$ cat src/rtl/led_pkg.sv
// Shared types and default timing constants for the LED arbiter.
package led_pkg;

    typedef enum logic [1:0] {
        ST_IDLE = 2'd0,
        ST_PLAY = 2'd1,
        ST_DONE = 2'd2
    } state_t;

    localparam int DEF_TICK_DIV = 25000000;
    localparam int DEF_PAT_W    = 8;

endpackage

$ cat src/rtl/led_tick_gen.sv
// Bit-period prescaler: counts 0..TICK_DIV-1 while enabled, held at 0 otherwise.
module led_tick_gen
    import led_pkg::*;
#(
    parameter int TICK_DIV = DEF_TICK_DIV
) (
    input  logic clk,
    input  logic rst,
    input  logic enable,
    output logic tick
);

    localparam int CNT_W = $clog2(TICK_DIV);

    logic [CNT_W-1:0] cnt_q, cnt_d;

    assign tick = enable && (cnt_q == CNT_W'(TICK_DIV - 1));

    // Dropping enable clears the count on the same edge, so the next PLAY starts at 0.
    always_comb begin
        cnt_d = '0;
        if (enable && !tick) begin
            cnt_d = cnt_q + CNT_W'(1);
        end
    end

    always_ff @(posedge clk or posedge rst) begin
        if (rst) begin
            cnt_q <= '0;
        end else begin
            cnt_q <= cnt_d;
        end
    end

endmodule

$ cat src/rtl/led_arbiter.sv
// Round-robin arbiter sharing one LED between NUM_REQ blink-pattern requesters.
// Define LED_ARB_ABORT_EN to let a requester cancel its pattern by dropping req.
module led_arbiter
    import led_pkg::*;
#(
    parameter int NUM_REQ  = 4,
    parameter int TICK_DIV = DEF_TICK_DIV,
    parameter int PAT_W    = DEF_PAT_W
) (
    input  logic                     sys_clk,
    input  logic                     sys_rst,
    input  logic [NUM_REQ-1:0]       req,
    input  logic [NUM_REQ*PAT_W-1:0] pattern,
    output logic [NUM_REQ-1:0]       gnt,
    output logic                     led_out,
    output logic                     done,
    output logic                     busy
);

    localparam int IDX_W = $clog2(NUM_REQ);
    localparam int BIT_W = $clog2(PAT_W);

    state_t             state_q, state_d;
    logic [NUM_REQ-1:0] gnt_q, gnt_d;
    logic [PAT_W-1:0]   pat_q, pat_d;
    logic [BIT_W-1:0]   bit_q, bit_d;
    logic [IDX_W-1:0]   rr_q, rr_d;
    logic [IDX_W-1:0]   idx_q, idx_d;
    logic               led_q, led_d;
    logic               done_q, done_d;
    logic               busy_q, busy_d;

    logic [IDX_W-1:0]   win;
    logic [IDX_W-1:0]   rr_next;
    logic [BIT_W-1:0]   bit_sel;
    logic               found;
    logic               abort;
    logic               tick;
    int                 j;

    // First active requester at or after rr_q, wrapping modulo NUM_REQ.
    always_comb begin
        win   = '0;
        found = 1'b0;
        j     = 0;
        for (int k = 0; k < NUM_REQ; k++) begin
            j = int'(rr_q) + k;
            if (j >= NUM_REQ) j = j - NUM_REQ;
            if (!found && req[j]) begin
                found = 1'b1;
                win   = IDX_W'(j);
            end
        end
    end

    assign rr_next = (idx_q == IDX_W'(NUM_REQ - 1)) ? '0 : idx_q + IDX_W'(1);

`ifdef LED_ARB_ABORT_EN
    assign abort = (state_q == ST_PLAY) && !req[idx_q];
`else
    assign abort = 1'b0;
`endif

    led_tick_gen #(
        .TICK_DIV (TICK_DIV)
    ) u_tick (
        .clk    (sys_clk),
        .rst    (sys_rst),
        .enable ((state_q == ST_PLAY) && !abort),
        .tick   (tick)
    );

    always_comb begin
        state_d = state_q;
        gnt_d   = gnt_q;
        pat_d   = pat_q;
        bit_d   = bit_q;
        rr_d    = rr_q;
        idx_d   = idx_q;
        done_d  = 1'b0;
        unique case (state_q)
            ST_IDLE: begin
                gnt_d = '0;
                if (|req) begin
                    state_d    = ST_PLAY;
                    gnt_d[win] = 1'b1;
                    idx_d      = win;
                    pat_d      = pattern[int'(win)*PAT_W +: PAT_W];
                    bit_d      = '0;
                end
            end
            ST_PLAY: begin
                if (abort) begin
                    state_d = ST_IDLE;
                    gnt_d   = '0;
                    rr_d    = rr_next;
                end else if (tick) begin
                    if (bit_q == BIT_W'(PAT_W - 1)) begin
                        state_d = ST_DONE;
                        gnt_d   = '0;
                        rr_d    = rr_next;
                        done_d  = 1'b1;
                    end else begin
                        bit_d = bit_q + BIT_W'(1);
                    end
                end
            end
            ST_DONE: begin
                state_d = ST_IDLE;
                gnt_d   = '0;
            end
            default: begin
                state_d = ST_IDLE;
                gnt_d   = '0;
            end
        endcase
        // LED is registered from next-state so it is valid on the first PLAY cycle.
        bit_sel = BIT_W'(PAT_W - 1) - bit_d;
        led_d   = (state_d == ST_PLAY) ? pat_d[bit_sel] : 1'b0;
        busy_d  = (state_d != ST_IDLE);
    end

    always_ff @(posedge sys_clk or posedge sys_rst) begin
        if (sys_rst) begin
            state_q <= ST_IDLE;
            gnt_q   <= '0;
            pat_q   <= '0;
            bit_q   <= '0;
            rr_q    <= '0;
            idx_q   <= '0;
            led_q   <= 1'b0;
            done_q  <= 1'b0;
            busy_q  <= 1'b0;
        end else begin
            state_q <= state_d;
            gnt_q   <= gnt_d;
            pat_q   <= pat_d;
            bit_q   <= bit_d;
            rr_q    <= rr_d;
            idx_q   <= idx_d;
            led_q   <= led_d;
            done_q  <= done_d;
            busy_q  <= busy_d;
        end
    end

    assign gnt     = gnt_q;
    assign led_out = led_q;
    assign done    = done_q;
    assign busy    = busy_q;

endmodule

$ cat config.mk
export PLATFORM = sky130hd
export DESIGN_NAME = led_arbiter
export DESIGN_NICKNAME = d
export VERILOG_FILES = /design/src/rtl/led_pkg.sv /design/src/rtl/led_tick_gen.sv /design/src/rtl/led_arbiter.sv
export SDC_FILE = /design/constraint.sdc
export NUM_CORES = 1
export LEC_CHECK = 0
export ABC_CLOCK_PERIOD_IN_PS = 2240
export CORE_MARGIN = 2
export CORE_UTILIZATION = 40
export CTS_BUF_LIST = sky130_fd_sc_hd__clkbuf_16
export DETAILED_ROUTE_END_ITERATION = 10
export GPL_TIMING_DRIVEN = 0
export PLACE_DENSITY = 0.66
export SLEW_MARGIN = 20
export SYNTH_ARGS = -nofsm -noshare
export SYNTH_HDL_FRONTEND = slang
export SYNTH_SLANG_ARGS = --single-unit
export TNS_END_PERCENT = 5
$ cat constraint.sdc
create_clock -name sys_clk -period 2.24 [get_ports sys_clk]
set_input_delay 0.448 -clock sys_clk [delete_from_list [all_inputs] [get_ports sys_clk]]
set_output_delay 0.448 -clock sys_clk [all_outputs]
set_load 0.005 [all_outputs]
# After elaboration in Yosys (flattened, before gate mapping)
# Index checks and enable logic that the tools add are counted.
# word_totals
wordCells,103
mem_bits_ro,0
latchBits,0
mem_bits_rw,0
reg_bits,49
n_memories,0
output_inout_bits,7
in_bits,38
# op_classes
n_div,0
reduce_logical,16
shifts,1
muxes,47
mul,0
eq_ne,7
magnitude_cmp,11
n_addsub,11
bitwise_logic,0
# ops
operator,n
< comparator 32 x 4 -> 1 bit (second input constant),4
2-to-1 mux 32 bit,4
indexed part select 32 x 6 -> 8 bit,1
adder 25 x 1 -> 25 bit (second input constant),1
== test 25 bit (second input constant),1
2-to-1 mux 25 bit,1
2-to-1 mux 1 bit,17
2-to-1 mux 2 bit,8
2-to-1 mux 8 bit,2
2-to-1 mux 4 bit,3
subtractor 3 x 3 -> 4 bit (second input constant),3
>= comparator 3 bit (second input constant),3
2-to-1 mux 3 bit,3
binary-select mux 1 bit (select 2 bit),4
one-hot mux 4 bit (2 select lines),1
adder 2 x 2 -> 3 bit (second input constant),2
logical AND 1 bit,6
one-hot mux 3 bit (2 select lines),1
== test 2 x 1 -> 1 bit (second input constant),2
logical NOT 1 bit,4
< comparator 3 x 4 -> 1 bit (second input constant),1
inequality test 2 bit (second input constant),2
one-hot mux 2 bit (2 select lines),1
AND reduction 2 bit,2
other kinds (16),16

# Logic depth before layout (Yosys ltp)
# Gate-level depths: netlist of run 1.
# depth
word_depth,21
mapped_depth,9
ltp_nobuf,8

# By module
# Synthesis of run 1 repeated with hierarchy kept, for this count alone.
# hier_totals
cells_unflattened,268
hier_area_um2,2757.6
# by_module_without_submodules
module,area_per_inst_um2,instances,cells_per_inst,seq_area_each_um2
led_arbiter,1472.7,1,135,600.6
led_tick_gen,1285.0,1,133,625.6

# Worst setup path before layout of run 1
# No wires, ideal clock.
# synth_path
path_type,reg2reg
from,reg u_tick.cnt_q[10]
to,"reg led_q, in the netlist led_out"
required_time_ns,2.153
t_arrival_ns,2.174
slack_ns,-0.021
synth_period_minus_slack_ns,2.261
path_stages_with_launch,8
setup_time_ns,0.087
n_path_buf,0
path_cell_list,dfrtp_1 -> or3_4 -> nor4_4 -> nand3_2 -> xor2_2 -> mux2_4 -> a211o_1 -> a22oi_1
# synth_via
elab_chain_len,8
word_cells_on_any_way,11
cone_classes,add/sub: 1; eq/ne: 2; mux: 7; reduce/logical: 1
# synth_lines
element,line,source
start: declaration,led_tick_gen.sv:15,"logic [CNT_W-1:0] cnt_q, cnt_d;"
start signal: assignment,led_tick_gen.sv:31,cnt_q <= cnt_d;
== test 25 bit (*),led_tick_gen.sv:17,assign tick = enable && (cnt_q == CNT_W'(TICK_DIV - 1));
logical AND 1 bit (*),led_tick_gen.sv:17,
2-to-1 mux 3 bit,led_arbiter.sv:97,end else if (tick) begin
one-hot mux 3 bit (2 select lines),led_arbiter.sv:81,unique case (state_q)
subtractor 3 bit,led_arbiter.sv:118,bit_sel = BIT_W'(PAT_W - 1) - bit_d;
binary-select mux 1 bit (select 3 bit),led_arbiter.sv:119,led_d = (state_d == ST_PLAY) ? pat_d[bit_sel] : 1'b0;
2-to-1 mux 1 bit (implied by the code),led_arbiter.sv:119,
2-to-1 mux 1 bit (*),led_arbiter.sv:119,
via led_d,led_arbiter.sv:29,"logic led_q, led_d;"
end signal: assignment,led_arbiter.sv:141,led_q <= led_d;
end: declaration,led_arbiter.sv:29,
# The timed path passes the listed nets; every way through them passes the cells marked *. The select of a mux whose other input is x is not followed.
# A chain may end at the register's enable or synchronous reset.

# Final worst setup path of run 1
# layout_path
from,reg u_tick.cnt_q[1]
to,"reg led_q, in the netlist led_out"
# The elaborated chain is that of the path after synthesis.

==> results.sh, run 1 <==
export IMPL_grt_pass1_vias=2016
export IMPL_synth_edf_count=0
export IMPL_first_pass_iters=4
export IMPL_hold_buffers=0
export IMPL_synth_avg_cell_area_sq_um=9.72
export IMPL_synthFlopType="dfrtp_1"
export IMPL_reg2regPathDepth=9
export IMPL_slew_headroom=0.495
export IMPL_r2r_start="u_tick.cnt_q[1]"
export IMPL_power_internal_mw=1.55
export IMPL_finalCritPeriodShare=0.988
export IMPL_crit_path_start="u_tick.cnt_q[1]"
export IMPL_ff_latch_area_sq_mm=0.00123
export IMPL_ir_worst_vdd_mv=0.592
export IMPL_syn_nets=307
export IMPL_fin_skew_ps=5.76
export IMPL_core_area_sq_mm=0.00631
export IMPL_port_buffer_count=44
export IMPL_holdCritStartpoint="pat_q[6]"
export IMPL_p_sw_uw=410
export IMPL_drt_total_wl_um=5420
export IMPL_grt_pass1_wl_um=9260
export IMPL_cp_slowest_stage_delay_ps=370
export IMPL_drt_iter0_drc=88
export IMPL_die_w_um=84.4
export IMPL_hold_viol=0
export IMPL_post_drt_wl_per_cell_um=13.3
export IMPL_clock_power_share=0.429
export IMPL_netlist_area_sq_mm=0.00259
export IMPL_ys_seq_area_frac=0.474
export IMPL_cts_tree="done"
export IMPL_htree_levels=2
export IMPL_syn_inst=266
export IMPL_grt_usage=0.159
export IMPL_worstPathRequired_ps=2410
export IMPL_cp_depth=9
export IMPL_finalSetupViolCount=0
export IMPL_path_cells="ha_2, buf_6, nand2_4, nor4_4, nand3_2, xor2_4, mux2_2, a31oi_2, a22oi_1"
export IMPL_via_per_inst=5.03
export IMPL_async_flop_share=1.00
export IMPL_p_sw_frac=0.209
export IMPL_cts_buffers=5
export IMPL_crit_path_end_kind="register"
export IMPL_cts_root_buffer="clkbuf_16"
export IMPL_clkLatencyLatePin_ps=290
export IMPL_dieArea_sq_mm=0.00713
export IMPL_hold_class="reg2reg"
export IMPL_crit_fanout=4
export IMPL_start_kind="register"
export IMPL_num_rows=29
export IMPL_clk_pin_slew_worst_paths_ps=70
export IMPL_arrival_ps=2380
export IMPL_ys_ff_latch=49
export IMPL_start_util=0.410
export IMPL_antenna_found_initial=0
export IMPL_crit_slowest_cell="mux2_2"
export IMPL_final_max_slew_viol_count=0
export IMPL_dr_total_vias=2049
export IMPL_rsz0062_at_grt="true"
export IMPL_grt_overflow=0
export IMPL_crit_buf_inv=1
export IMPL_drt_antenna_violating_nets=0
export IMPL_dieHeight_um=84.4
export IMPL_synth_distinct_cells=41
export IMPL_cap_viol_max_count=0
export IMPL_seq_power_share=0.469
export IMPL_crit_type="reg2reg"
export IMPL_dp_cells=388
export IMPL_fillers=610
export IMPL_p_total_mw=1.96
export IMPL_multi_input_area_sq_mm=0.00135
export IMPL_areaGrowthSynthToFinish_pct=34.4
export IMPL_gp_congestion=0.757
export IMPL_io_pins=45
export IMPL_drive_gt1_frac=0.170
export IMPL_instances_no_fill=407
export IMPL_post_route_min_period_ps=2210
export IMPL_yosysWarnings=0
export IMPL_status="finished, final reports clean"
export IMPL_drc=0
export IMPL_hold_worst_slack_ps=481
export IMPL_max_freq_mhz=452
export IMPL_comb_power_share=0.102
export IMPL_final_nets=370
export IMPL_hold_path_depth=2
export IMPL_power_density_mw_per_mm2=563
export IMPL_grt_max_degree=26
export IMPL_p_leak_nw=1.56
export IMPL_diodes=0
export IMPL_cts_max_path_buffers=2
export IMPL_crit_family="simple AND/OR/NAND/NOR gates"
export IMPL_worstMarginPinSlew_ps=751
export IMPL_numClockSinks=49
export IMPL_hpwl_um=3870
[tightest hold or removal path, delay by kind of cell, from the launching register on]
kind	cells	cell delay, ps
DFF	1	340
AOI/OAI and AO/OA	1	60
and+or+nand+nor	1	50
[final timing paths]
kind | to | slack [ps]
max | led_out | 30
min | pat_q[6] | 480
max reg2reg | led_out | 30
min reg2reg | pat_q[6] | 480
max in group asynchronous | gnt[3] | 1190
min in group asynchronous | u_tick.cnt_q[21] | 530
[repair_timing]
action / CTS / global route
pin swaps: 7 / 3
buffers inserted: 10 / 2
gates resized for setup: 9 / 13
setup endpoints to repair: 20 / 32
gates cloned: 0 / 0
[power by group through the flow]
stage               registers [mW]  logic [mW]  clock network [mW]
CTS                          0.918       0.201               0.859
detailed placement           0.935       0.197                   0
global route                 0.920       0.223               0.899
floorplan                    0.933      0.0992                   0
global placement             0.935       0.189                   0
finish                       0.918       0.199               0.841
[cell type report]
class / count / area share
tap: 77 / 0.0277
multi-input combinational: 197 / 0.389
clock inverter: 3 / 0.0119
timing repair buffer: 57 / 0.158
buffer: 8 / 0.0130
inverter: 11 / 0.0119
sequential: 49 / 0.353
clock buffer: 5 / 0.0360
[flip-flops by register name, summed over array words and instances, names as in the netlist]
name and flops:
bit_q 3, busy 1, done 1, gnt 4, idx_q 2, led_out 1
pat_q 8, rr_q 2, state_q 2, u_tick.cnt_q 25
[layout by cell type (no fill, tap or decap), drive strengths merged, types with 5 or more instances in the layout]
cell	netlist	layout
clkdlybuf4s50	0	42
mux2	14	14
xnor2	6	6
nand3	12	12
nand4	7	7
inv	11	11
mux2i	10	10
buf	2	15
a21oi	5	5
nand2	35	35
o21ai	17	17
clkbuf	7	11
dfrtp	49	49
xor2	18	18
nor2	37	37
[synthesized netlist by cell type, types with 3 or more instances]
| cell type | n | share of area |
|---|---|---|
| dfrtp_1 | 49 | 0.47 |
| nor2_1 | 37 | 0.054 |
| nand2_1 | 35 | 0.051 |
| xor2_1 | 17 | 0.058 |
| o21ai_0 | 16 | 0.031 |
| mux2_2 | 13 | 0.057 |
| inv_1 | 11 | 0.016 |
| nand3_1 | 11 | 0.021 |
| mux2i_1 | 10 | 0.039 |
| clkbuf_1 | 7 | 0.010 |
| nand4_1 | 7 | 0.017 |
| xnor2_1 | 6 | 0.020 |
| a21oi_1 | 4 | 0.0077 |
| and3_1 | 4 | 0.0097 |
| nor2b_1 | 4 | 0.0097 |
| ha_1 | 3 | 0.015 |
| nor3_1 | 3 | 0.0058 |
[layer usage]
metal / wire length, um / vias to the layer above / track usage
met3: 101 / 5 / 0.0275
met2: 2610 / 21 / 0.251
li1: - / 1035 / -
met5: 0 / - / 0
met4: 70 / 0 / 0.0519
met1: 2640 / 988 / 0.223
[stage by stage]
step / setup TNS [ps] / instance area, sq um / setup WS [ps] / util
2_1_floorplan: 0 / 2600 / 5.38 / -
3_3_place_gp: -22010 / 3130 / -465 / 0.496
3_5_place_dp: -5390 / 3150 / -481 / 0.500
4_1_cts: -21.7 / 3420 / -21.7 / 0.541
5_1_grt: -332 / 3480 / -107 / 0.551
6_report: 0 / 3480 / 26.6 / 0.551
[kinds of logic after synthesis]
family / after synthesis / synth area share
xor+xnor: 24 / 0.0842
flops: 49 / 0.474
fa+ha+maj: 3 / 0.0145
buf+inv: 20 / 0.0324
compound gates: 33 / 0.0808
mux: 24 / 0.101
simple gates: 113 / 0.213
(Power assumes the default switching activity.)
==> inputs of run 2 (changes only) <==
- GPL_TIMING_DRIVEN: 0 -> not set
==> run 2 against run 1 <==
The flow now finishes with violations (negative setup slack). Critical path depth is 2 lower. Wire length is 5.0% higher. Final cell count is 4.9% higher. Sequential share of layout area is 1.7 points lower.
==> results.sh, run 2 (synthesis gave the netlist of run 1 again) <==
export IMPL_final_cell_mix="49 x dfrtp_1, 44 x clkdlybuf4s50_1, 36 x nor2_1, 36 x buf_4, 35 x nand2_1"
export IMPL_drt_total_wl_um=5700
export IMPL_gp_congestion=0.739
export IMPL_clkLatencyLatePin_ps=280
export IMPL_crit_path_start="u_tick.cnt_q[10]"
export IMPL_crit_family="simple AND/OR/NAND/NOR gates"
export IMPL_numClockSinks=49
export IMPL_crit_buf_inv=0
export IMPL_setup_slack_ps=-122
export IMPL_antenna_found_initial=0
export IMPL_htree_levels=2
export IMPL_max_freq_mhz=423
export IMPL_arrival_ps=2520
export IMPL_p_total_mw=1.99
export IMPL_clk_pin_slew_worst_paths_ps=60
export IMPL_core_area_sq_mm=0.00631
export IMPL_crit_type="reg2reg"
export IMPL_cts_root_buffer="clkbuf_16"
export IMPL_r2r_end="led_out"
export IMPL_rsz0062_at_grt="true"
export IMPL_cts_tree="done"
export IMPL_status="finished with violations"
export IMPL_dr_total_vias=2139
export IMPL_drt_iter0_drc=128
export IMPL_regMostFlops="u_tick.cnt_q"
export IMPL_final_max_slew_viol_count=0
export IMPL_post_route_min_period_ps=2360
export IMPL_cp_slowest_stage_delay_ps=410
export IMPL_via_per_inst=5.01
export IMPL_slew_headroom=0.578
export IMPL_grt_max_degree=29
export IMPL_finalSetupViolCount=1
export IMPL_reg2regPathDepth=7
export IMPL_finalCritPeriodShare=1.05
export IMPL_diodes=0
export IMPL_crit_fanout=5
export IMPL_grt_pass1_wl_um=9720
export IMPL_cp_depth=7
export IMPL_post_drt_wl_per_cell_um=13.3
export IMPL_start_util=0.410
export IMPL_r2r_start="u_tick.cnt_q[10]"
export IMPL_drt_antenna_violating_nets=0
export IMPL_cp_endpoint="led_out"
export IMPL_port_buffer_count=44
export IMPL_cap_viol_max_count=0
export IMPL_hold_class="reg2reg"
export IMPL_ir_worst_vdd_mv=0.383
export IMPL_violations="negative setup slack"
export IMPL_final_nets=390
export IMPL_start_kind="register"
export IMPL_drive_gt1_frac=0.217
export IMPL_p_leak_nw=1.66
export IMPL_die_w_um=84.4
export IMPL_areaGrowthSynthToFinish_pct=41.4
export IMPL_first_pass_iters=4
export IMPL_setup_tns_ps=-122
export IMPL_r2r_setup_slack_ps=-120
export IMPL_num_rows=29
export IMPL_crit_slowest_cell="or3_4"
export IMPL_hold_viol=0
export IMPL_hpwl_um=4210
export IMPL_drc=0
export IMPL_io_pins=45
export IMPL_hold_buffers=0
export IMPL_path_cells="or3_4, nor4_4, nand3_4, xor2_4, mux2_2, a31oi_4, a22oi_2"
export IMPL_grt_usage=0.165
export IMPL_cts_buffers=5
export IMPL_grt_overflow=0
export IMPL_largest_reg_flops=25
export IMPL_layout_commonest_cell="dfrtp_1"
export IMPL_power_density_mw_per_mm2=545
export IMPL_crit_path_end_kind="register"
export IMPL_dieHeight_um=84.4
export IMPL_finalCoreUtilization=0.579
export IMPL_fin_skew_ps=4.31
export IMPL_worstMarginPinSlew_ps=628
export IMPL_cts_max_path_buffers=2
export IMPL_worstPathRequired_ps=2400
export IMPL_dieArea_sq_mm=0.00713
export IMPL_grt_pass1_vias=2145
-- run 2: cell count changes in the layout (fill, tap and decap cells not counted), sizes merged --
cell / change
buf: +26
clkbuf: -6
clkdlybuf4s50: +2
dlygate4sd2: -2
-- run 2: layout make-up --
cell class	instances	area [sq um]
Fill cell	565	2660
Timing Repair Buffer	85	785
Inverter	11	41.3
Clock inverter	3	46.3
Tap cell	77	96.3
Sequential cell	49	1230
Clock buffer	5	125
Multi-Input combinational cell	197	1340
-- run 2: worst min-delay path by stage --
stage / from / endpoint / slack, ps / cells after the start
3_5_place_dp: pat_q[3] / pat_q[3] / 470 / 2
2_1_floorplan: pat_q[1] / pat_q[1] / 440 / 2
4_1_cts: pat_q[3] / pat_q[3] / 490 / 2
6_report: pat_q[3] / pat_q[3] / 480 / 2
3_3_place_gp: pat_q[3] / pat_q[3] / 460 / 2
5_1_grt: pat_q[7] / pat_q[7] / 520 / 2
-- run 2: routing by layer --
layer,GRT usage,up-vias,part of all wire
li1,-,1078,-
met1,0.221,1032,0.45
met2,0.280,24,0.52
met3,0.0324,5,0.022
met4,0.0390,0,0.0075
met5,0,-,0
-- run 2: per-stage QoR --
stage | instances | cell area [sq um] | hold slack [ps] | worst slack [ps]
global placement | 418 | 3420 | 458 | -210
finish | 427 | 3660 | 483 | -122
floorplan | 266 | 2600 | 444 | 5.38
detailed placement | 418 | 3420 | 468 | -300
CTS | 426 | 3610 | 486 | -77.0
global route | 427 | 3660 | 518 | -205
-- run 2: tightest hold or removal path: cells and delay by family (launching register included) --
kind,cells,cell delay (ps)
AO/OA/AOI/OAI,1,60
flip-flops,1,340
AND/OR/NAND/NOR,1,50
-- run 2: report_power, final --
group	internal (mW)	total, mW	switching [mW]	leakage, nW
Clock	0.528	0.848	0.320	0.0800
Combinational	0.136	0.223	0.0862	0.967
Sequential	0.907	0.921	0.0134	0.616
-- run 2: what timing repair did --
| item | in CTS | in global routing |
|---|---|---|
| endpoints found under the setup margin | 1 | 7 |
| pin swaps | 6 | 5 |
| resized for setup | 3 | 13 |
| setup buffers | 0 | 1 |
==> inputs of run 3 (changes only) <==
- ABC_AREA: not set -> 0
- CAP_MARGIN: not set -> 20
- SLEW_MARGIN: 20 -> 25
==> results of run 3 <==
The final DEF is identical to that of run 2; final timing and power are the same.
